$ cat src/rtl/mem_stage_pkg.sv
// Shared LC-3b types for the memory stage: data word, memory-op encoding
// and small op-classification helpers.
package mem_stage_pkg;

    typedef logic [15:0] lc3b_word;

    typedef enum logic [2:0] {
        MEM_NONE = 3'd0,
        MEM_LDR  = 3'd1,
        MEM_LDB  = 3'd2,
        MEM_STR  = 3'd3,
        MEM_STB  = 3'd4,
        MEM_LDI  = 3'd5,
        MEM_STI  = 3'd6
    } lc3b_mem_op;

    function automatic logic is_store(input lc3b_mem_op op);
        return (op == MEM_STR) || (op == MEM_STB) || (op == MEM_STI);
    endfunction

    function automatic logic is_byte(input lc3b_mem_op op);
        return (op == MEM_LDB) || (op == MEM_STB);
    endfunction

    function automatic logic is_indirect(input lc3b_mem_op op);
        return (op == MEM_LDI) || (op == MEM_STI);
    endfunction

    function automatic logic is_direct(input lc3b_mem_op op);
        return (op == MEM_LDR) || (op == MEM_LDB) || (op == MEM_STR) || (op == MEM_STB);
    endfunction

endpackage

$ cat src/rtl/mem_byte_align.sv
// Byte-lane steering for dcache accesses: lane enables and replicated write
// data for stores, selected and sign-extended byte for LDB.
module mem_byte_align
    import mem_stage_pkg::*;
(
    input  logic        byte_sel,
    input  lc3b_mem_op  op,
    input  logic [15:0] store_data,
    input  logic [15:0] rdata,
    output logic [1:0]  be,
    output logic [15:0] wdata,
    output logic [15:0] load_value
);

    logic [7:0] sel_byte;

    always_comb begin
        be         = 2'b11;
        wdata      = store_data;
        load_value = rdata;
        sel_byte   = byte_sel ? rdata[15:8] : rdata[7:0];
        if (op == MEM_STB) begin
            be    = byte_sel ? 2'b10 : 2'b01;
            wdata = {2{store_data[7:0]}};
        end
        if (op == MEM_LDB) begin
            load_value = {{8{sel_byte[7]}}, sel_byte};
        end
    end

endmodule

$ cat src/rtl/mem_stage.sv
// LC-3b memory-access stage: sequences dcache requests for direct and
// indirect loads/stores, stalls the pipeline until done, registers load data.
module mem_stage
    import mem_stage_pkg::*;
#(
    parameter int unsigned MAX_WAIT = 255
) (
    input  logic        clk,
    input  logic        rst_n,
    input  logic        valid,
    input  logic [2:0]  mem_op,
    input  logic [15:0] addr,
    input  logic [15:0] store_data,
    output logic [15:0] dmem_address,
    output logic        dmem_read,
    output logic        dmem_write,
    output logic [1:0]  dmem_byte_enable,
    output logic [15:0] dmem_wdata,
    input  logic [15:0] dmem_rdata,
    input  logic        dmem_resp,
    output logic        mem_stall,
    output logic [15:0] load_data,
    output logic        mem_err
);

    localparam logic [1:0] S_IDLE = 2'd0;
    localparam logic [1:0] S_IND  = 2'd1;
    localparam logic [1:0] S_ACC  = 2'd2;
    localparam logic [1:0] S_DONE = 2'd3;

    localparam int unsigned CW = $clog2(MAX_WAIT + 1);

    logic [1:0]    state;
    lc3b_mem_op    op_in;
    lc3b_mem_op    cur_op;
    lc3b_mem_op    align_op;
    logic          align_bit;
    logic [1:0]    align_be;
    lc3b_word      align_wdata;
    lc3b_word      align_load;
    logic [CW-1:0] wait_cnt;
    logic          waiting;

    assign op_in = lc3b_mem_op'(mem_op);

    // Live inputs steer the first request; afterwards the latched op and the
    // registered address bit keep the lane logic stable for the whole access.
    assign align_op  = (state == S_IDLE) ? op_in : cur_op;
    assign align_bit = (state == S_IDLE) ? addr[0] : dmem_address[0];

    assign mem_stall = valid && (mem_op != 3'd0) && (state != S_DONE);
    assign waiting   = ((state == S_IND) || (state == S_ACC)) && !dmem_resp;

    mem_byte_align u_align (
        .byte_sel   (align_bit),
        .op         (align_op),
        .store_data (store_data),
        .rdata      (dmem_rdata),
        .be         (align_be),
        .wdata      (align_wdata),
        .load_value (align_load)
    );

    always_ff @(posedge clk or negedge rst_n) begin
        if (!rst_n) begin
            state            <= S_IDLE;
            cur_op           <= MEM_NONE;
            dmem_read        <= 1'b0;
            dmem_write       <= 1'b0;
            dmem_address     <= '0;
            dmem_wdata       <= '0;
            dmem_byte_enable <= '0;
            load_data        <= '0;
            mem_err          <= 1'b0;
            wait_cnt         <= '0;
        end else begin
            case (state)
                S_IDLE: begin
                    if (valid && is_indirect(op_in)) begin
                        state            <= S_IND;
                        cur_op           <= op_in;
                        dmem_read        <= 1'b1;
                        dmem_write       <= 1'b0;
                        dmem_address     <= {addr[15:1], 1'b0};
                        dmem_byte_enable <= 2'b11;
                    end else if (valid && is_direct(op_in)) begin
                        state            <= S_ACC;
                        cur_op           <= op_in;
                        dmem_read        <= !is_store(op_in);
                        dmem_write       <= is_store(op_in);
                        dmem_address     <= is_byte(op_in) ? addr : {addr[15:1], 1'b0};
                        dmem_byte_enable <= align_be;
                        dmem_wdata       <= align_wdata;
                    end
                end
                S_IND: begin
                    if (dmem_resp) begin
                        state        <= S_ACC;
                        dmem_read    <= !is_store(cur_op);
                        dmem_write   <= is_store(cur_op);
                        dmem_address <= {dmem_rdata[15:1], 1'b0};
                        dmem_wdata   <= align_wdata;
                    end
                end
                S_ACC: begin
                    if (dmem_resp) begin
                        state      <= S_DONE;
                        dmem_read  <= 1'b0;
                        dmem_write <= 1'b0;
                        if (!is_store(cur_op)) begin
                            load_data <= align_load;
                        end
                    end
                end
                default: state <= S_IDLE;
            endcase

            // Counter saturates at MAX_WAIT; the access keeps waiting after the error flags.
            if (waiting) begin
                if (wait_cnt != CW'(MAX_WAIT)) begin
                    wait_cnt <= wait_cnt + 1'b1;
                end
                if (wait_cnt == CW'(MAX_WAIT - 1)) begin
                    mem_err <= 1'b1;
                end
            end else begin
                wait_cnt <= '0;
            end
        end
    end

endmodule

$ cat config.mk
export PLATFORM = sky130hd
export DESIGN_NAME = mem_stage
export DESIGN_NICKNAME = d
export VERILOG_FILES = /design/src/rtl/mem_stage_pkg.sv /design/src/rtl/mem_byte_align.sv /design/src/rtl/mem_stage.sv
export SDC_FILE = /design/constraint.sdc
export NUM_CORES = 1
export LEC_CHECK = 0
export CAP_MARGIN = 5
export CORE_ASPECT_RATIO = 2
export CORE_MARGIN = 1
export CORE_UTILIZATION = 43
export DETAILED_ROUTE_END_ITERATION = 10
export PLACE_DENSITY = 0.77
export SYNTH_ARGS = -nofsm -noshare
export SYNTH_HDL_FRONTEND = slang
export SYNTH_SLANG_ARGS = --single-unit
$ cat constraint.sdc
create_clock -name clk -period 2.05 [get_ports clk]
set_clock_uncertainty 0.05 [all_clocks]
set_input_delay 0.615 -clock clk [delete_from_list [all_inputs] [get_ports clk]]
set_output_delay 0.615 -clock clk [all_outputs]
set_load 0.005 [all_outputs]
==> results.md, run 1 <==
* Run status: complete, but fails checks
* Violated checks: negative setup slack
* Number of buffers added by the clock tree synthesis step at 9
* Detailed-routing iteration count for the pre-antenna-repair pass at 4
* Relative slew slack at 71.5%
* Post-route fraction of the period consumed by the critical path at 101%
* Pin count of the biggest net entering global routing at 67
* Worst Hold Class: primary input to asynchronous set/reset pin
* First-pass GRT wire length at 15.3 mm
* Final Wtd Congestion at between 0.8 and 0.9
* Root buffer cell: sky130_fd_sc_hd__clkbuf_16
* Data required, critical path at 1.38 ns
* Top cells by area in the synthesized netlist: sky130_fd_sc_hd__dfrtp_1 (46%), sky130_fd_sc_hd__mux2i_1 (7.3%), sky130_fd_sc_hd__mux2_4 (4.2%)
* Max Fclk at 485 MHz
* Sequential Power Share at 28.0%
* Category of the critical setup timing path: primary input to primary output
* R2r setup slk at 0.05 ns
* Clk network pwr share at 19.0%
* Share of final-layout standard cells stronger than drive strength 1 at 22.9%
* Area of combinational cells with multiple inputs at 1820 sq um
* Filler Cell Count at 620
* Number of placement rows at 46
* Count of flip-flops with a built-in enable after synthesis at 0
* Peak supply drop at 0.000834 V
* TritonCTS clock tree: built
* Register bit total from synthesis at 66
* Share of synthesized flip-flops with an asynchronous set or reset at 100%
* Diodes inserted at 0
* Y dimension of the die at 131 microns
* Number of global-route vias before repair at 3147
* Antenna Violating Nets Remaining at 0
* Fin crit period at 2.06 ns
* Die boundary width at 66.3 microns
* HPWL after DPL at approximately 7.2 mm
* Count of buffers inserted at the top-level ports at 108
* Crit. End Element: primary output
* Routed wirelength normalized by instance count at around 18 microns
* Reg2Reg Depth at 7
* Portion of synthesized cell area occupied by the leading cell type at 46.4%
* Leading cell type by number of instances after synthesis: sky130_fd_sc_hd__dfrtp_1
* Setup slack of the critical path after layout at -0.0135 ns
* Number of vias in the routed layout at just over 3000
* Leakage power at 2.37 nW
* Cell internal pwr at about 0.0054 W
* Starting Density at 44.8%
* Total die area at around 8700 sq um
* Unrepaired setup endpoints after global routing: yes
* Number of instances in the synthesized netlist at ~320
* Total negative setup slack at -0.0135 ns
* Number of unique standard cell types used by synthesis at 55
* Syn Std Cell Area at 3560 sq um
* Setup violations, final at 1
* Number of antenna violations at the first check in global routing at 0
* Post-place setup slack at -0.695 ns
* Total wirelength of the detailed-routed design at 9.90 mm
* Ratio of routed vias to standard cells at 5.46
* Number of remaining DRC errors at 0
* H-tree depth reported by CTS at 3
* Clk slew on worst S/H paths at 0.05 ns
* Power dissipated by switching net loads at 0.00255 W
* Post-layout utilization of the core at 67.8%
* Area of the core at ~8000 sq um
* Overall fraction of global-route tracks in use at 24.3%
* Per-instance average area after synthesis at 11.2 sq um
* # Max-Cap Violations at 0
* Clock Sink Count at 66
* Maximum fanout along the worst path at 2
* Critical R2R Launch: state[0]
* End of the worst register-to-register path: dmem_wdata[6]
* Sequential-to-total area share from yosys stat at 46.4%
* Final Slew Violations at 0
* Clock network latency to the later pin of the worst-skew pair at 0.32 ns
* Area added between synthesis and finish at 51.3%
* Slew @ Worst Pin at 0.428 ns
* Nets at 515
* Count of synthesis-stage warnings from yosys at 0
* Gate power share at 53.0%
* Switching share of power at 31.9%
* Number of buffers added to fix hold violations after cts at 0
* Most used flip-flop cell after synthesis: sky130_fd_sc_hd__dfrtp_1
* Number of DRC markers after the initial detailed-route iteration at 223
* Largest area contributor in the synthesized netlist: sky130_fd_sc_hd__dfrtp_1
* Hold Vio Cnt, Final at 0
* Cell Pwr Density at about 1500 nW/um^2
* Data arrival time at the worst-slack endpoint at around 1.4 ns
* CTS max path bufs at 2
* Footprint of the flip-flops and latches at 1650 sq um
* Startpoint class of the critical path: primary input
* Commonest cells in the synthesized netlist: sky130_fd_sc_hd__dfrtp_1 (66), sky130_fd_sc_hd__nand2_1 (33), sky130_fd_sc_hd__mux2i_1 (26)
* Syn Nets at 379
* GR Overflow Total at 0
* IO Pins at 109
==> cell families after synthesis <==
group	synth area share, %
simple gates	13.7
fa+ha+maj	2.11
xor+xnor	1.48
compound gates	14.2
mux	17.2
flops	46.4
buf+inv	4.85
==> final cells by class <==
class | count | share of cell area [%]
Multi-Input combinational cell | 223 | 33.8
Sequential cell | 66 | 30.7
Timing Repair Buffer | 144 | 27.1
Clock buffer | 11 | 4.51
Tap cell | 96 | 2.23
Clock inverter | 5 | 1.00
Inverter | 10 | 0.697
==> sequential cells by signal, summed over array words and instances (netlist names), 2 cells and up <==
register	count
cur_op	3
dmem_address	16
dmem_byte_enable	2
dmem_wdata	16
load_data	16
state	2
wait_cnt	8
==> layer usage <==
layer | share of wire, % | GRT usage [%]
met4 | 3.5 | 12.1
met3 | 4.7 | 5.03
met1 | 34 | 22.6
met5 | 0 | 0
met2 | 58 | 47.5
==> critical path, stage by stage <==
cell and delay [ns]:
sky130_fd_sc_hd__buf_6 0.09, sky130_fd_sc_hd__or3_4 0.38, sky130_fd_sc_hd__and3b_1 0.18, sky130_fd_sc_hd__buf_2 0.12
==> per-stage QoR <==
step | cell area (sq um) | hold WS, ns | power (W) | instances
final | 5380 | 0.240 | 0.00798 | 555
after global routing | 5380 | 0.276 | 0.00844 | 555
after CTS | 5200 | 0.266 | 0.00758 | 548
after detailed placement | 4900 | 0.411 | 0.00599 | 530
after global placement | 4900 | 0.405 | 0.00587 | 530
after floorplan | 3560 | 0.269 | 0.00418 | 318
==> how the worst max path moves through the flow <==
stage / cells past startpoint / from / to / slack, ns
after floorplan: 7 / state[1] / dmem_wdata[10] / 0.13
after global placement: 4 / mem_op[0] / mem_stall / -0.69
after detailed placement: 4 / mem_op[0] / mem_stall / -0.69
after CTS: 4 / mem_op[1] / mem_stall / -0.04
after global routing: 4 / mem_op[0] / mem_stall / -0.04
final: 4 / mem_op[0] / mem_stall / -0.01
==> power by group through the flow <==
stage               Sequential, W  Clock, W  Combinational [W]
floorplan                 0.00224         0            0.00194
global placement          0.00222         0            0.00365
detailed placement        0.00224         0            0.00375
CTS                       0.00223   0.00154            0.00381
global route              0.00230   0.00159            0.00455
finish                    0.00223   0.00152            0.00423
==> repair_timing <==
action | 4_1_cts | 5_1_grt
setup buffers | 2 | 5
pin swaps | 3 | 5
endpoints found under the setup margin | 46 | 29
gates cloned | 0 | 2
gates resized for setup | 19 | 23
==> cell usage in the layout (no fill, tap or decap), drive strengths merged, types with 2 or more instances in the layout <==
| cell | Yosys | final |
|---|---|---|
| a211oi | 3 | 3 |
| a21boi | 2 | 2 |
| a21oi | 9 | 9 |
| a22o | 9 | 9 |
| a311oi | 3 | 3 |
| a31oi | 3 | 3 |
| and3b | 2 | 2 |
| buf | 15 | 39 |
| clkbuf | 4 | 13 |
| clkdlybuf4s50 | 0 | 103 |
| clkinv | 0 | 4 |
| dfrtp | 66 | 66 |
| ha | 6 | 6 |
| inv | 10 | 10 |
| mux2 | 28 | 28 |
| mux2i | 26 | 26 |
| nand2 | 33 | 33 |
| nand2b | 3 | 3 |
| nand3 | 6 | 6 |
| nand4 | 5 | 5 |
| nor2 | 16 | 16 |
| nor3 | 11 | 11 |
| nor4b | 2 | 2 |
| o21ai | 27 | 27 |
| o22ai | 4 | 4 |
| o31ai | 2 | 2 |
| or3 | 2 | 2 |
| xnor2 | 5 | 5 |
Note: power is estimated with default switching activity, not from simulation.
==> inputs of run 2 (changes only) <==
TNS_END_PERCENT = 30   (was not set)
==> run 2 against run 1 <==
Against the previous run:
- the run still ends with negative setup slack left
- routed wire length is 3.1% lower
- final cell count down 0.72%
- power is 4.3% lower
- sequential power hardly changed
- highest routed layer unchanged
- non-clock buffer count down 4
- worst hold slack lost 0.00052 ns
- clock-buffer cell count stayed put
==> results.md, run 2 (synthesis gave the netlist of run 1 again) <==
* Slew @ Worst Pin at 0.427 ns
* Die boundary width at between 60 and 70 microns
* Number of global-route vias before repair at 3147
* Total die area at slightly below 9000 sq um
* Detailed-routing iteration count for the pre-antenna-repair pass at 4
* Number of vias in the routed layout at 2968
* Leakage power at 2.30 nW
* H-tree depth reported by CTS at 3
* Post-route fraction of the period consumed by the critical path at 101%
* Number of remaining DRC errors at 0
* Nets at between 500 and 600
* Category of the critical setup timing path: primary input to primary output
* Max Fclk at approximately 480 MHz
* Final Wtd Congestion at between 0.8 and 0.9
* Share of final-layout standard cells stronger than drive strength 1 at 20.2%
* Total negative setup slack at -0.0141 ns
* Y dimension of the die at 131 microns
* Slowest CP cell: sky130_fd_sc_hd__or3_4
* Startpoint class of the critical path: primary input
* Cell Pwr Density at 1450 nW/um^2
* Diodes inserted at 0
* R2r setup slk at 0.03 ns
* Hold Vio Cnt, Final at 0
* Sequential Power Share at 29.2%
* IO Pins at 109
* Data arrival time at the worst-slack endpoint at about 1.4 ns
* Top flop regs: dmem_address (16), dmem_wdata (16), load_data (16)
* Unrepaired setup endpoints after global routing: yes
* Cell internal pwr at 0.00520 W
* Clk slew on worst S/H paths at around 0.050 ns
* First-pass GRT wire length at 15.3 mm
* Gate power share at 50.9%
* Routed wirelength normalized by instance count at 17.4 microns
* Clock Sink Count at 66
* Total wirelength of the detailed-routed design at 9.59 mm
* Data required, critical path at 1.38 ns
* Switching share of power at 32.0%
* Number of buffers added by the clock tree synthesis step at 9
* Setup slack of the critical path after layout at -0.0141 ns
* Number of placement rows at 46
* Final Slew Violations at 0
* Violated checks: negative setup slack
* Commonest cells after routing, fill and taps aside: sky130_fd_sc_hd__clkdlybuf4s50_1 (103), sky130_fd_sc_hd__dfrtp_1 (66), sky130_fd_sc_hd__nand2_1 (33)
* Area of the core at 7940 sq um
* Relative slew slack at 71.5%
* Post-layout utilization of the core at 66.4%
* Fin crit period at 2.06 ns
* TritonCTS clock tree: built
* Ratio of routed vias to standard cells at 5.39
* # Max-Cap Violations at 0
* Clock network latency to the later pin of the worst-skew pair at 0.32 ns
* CTS max path bufs at 2
* Number of DRC markers after the initial detailed-route iteration at around 180
* Area added between synthesis and finish at 48.2%
* Root buffer cell: sky130_fd_sc_hd__clkbuf_16
* Clk network pwr share at about 20%
* Setup violations, final at 1
* Post-place setup slack at -0.695 ns
* Antenna Violating Nets Remaining at 0
* Leading cell type in the layout, fill and taps excluded: sky130_fd_sc_hd__clkdlybuf4s50_1
* Number of buffers added to fix hold violations after cts at 0
* Peak supply drop at 0.000839 V
* Max incr delay on CP at 0.38 ns
* Pin count of the biggest net entering global routing at 67
* Maximum fanout along the worst path at 2
* Power dissipated by switching net loads at 0.00244 W
* Run status: complete, but fails checks
* Crit. End Element: primary output
* Number of antenna violations at the first check in global routing at 0
* Starting Density at ~45%
* GR Overflow Total at 0
* List of cells traversed by the critical path: buf_6 -> or3_4 -> and3b_1 -> buf_2
* Count of buffers inserted at the top-level ports at 108
* HPWL after DPL at 7.15 mm
* Overall fraction of global-route tracks in use at 24.3%
* Worst Hold Class: primary input to asynchronous set/reset pin
## run 2: routing by layer
metal	vias to the layer above	global-route usage, %	wire, microns
met4	0	12.1	332
met5	-	0	0
met1	1434	22.6	3270
li1	1413	-	-
met3	15	5.03	470
met2	106	47.5	5520
## run 2: final timing paths
kind                       startpoint                to  cells after the start
hold / removal                  rst_n      load_data[4]                      2
min in group clk              mem_err           mem_err                      1
hold reg to reg               mem_err           mem_err                      1
setup reg to reg             state[0]    dmem_wdata[10]                      8
setup / recovery            mem_op[0]         mem_stall                      4
max in group asynchronous       rst_n  dmem_address[11]                      2
## run 2: area by class of cell
type | count | area [sq um]
fillers | 632 | 2670
multi-input cells | 223 | 1780
flip-flops and latches | 66 | 1650
repair buffers | 140 | 1390
clock buffers | 11 | 243
well taps | 96 | 120
clock inverters | 5 | 53.8
inverters | 10 | 37.5
## run 2: repair_timing
action,4_1_cts,5_1_grt
setup endpoints to repair,46,29
setup buffers,2,3
pin swaps,3,5
gates resized for setup,19,10
hold endpoints to repair,0,0
## run 2: power by group through the flow
stage               registers [W]  logic, W  clock network, W
floorplan                 0.00224   0.00194                 0
global placement          0.00222   0.00365                 0
detailed placement        0.00224   0.00375                 0
CTS                       0.00223   0.00381           0.00154
global route              0.00230   0.00422           0.00159
finish                    0.00223   0.00389           0.00152
## run 2: worst max-delay path: cells and delay by family
family	cells	cell delay [ns]
buffers and inverters	2	0.21
AND/OR/NAND/NOR	2	0.56
## run 2: per-stage QoR
step | total power (W) | hold slack (ns) | cell area [sq um] | std cells
5_1_grt | 0.00811 | 0.276 | 5270 | 551
3_3_place_gp | 0.00587 | 0.405 | 4900 | 530
4_1_cts | 0.00758 | 0.266 | 5200 | 548
3_5_place_dp | 0.00599 | 0.411 | 4900 | 530
2_1_floorplan | 0.00418 | 0.269 | 3560 | 318
6_report | 0.00764 | 0.239 | 5270 | 551
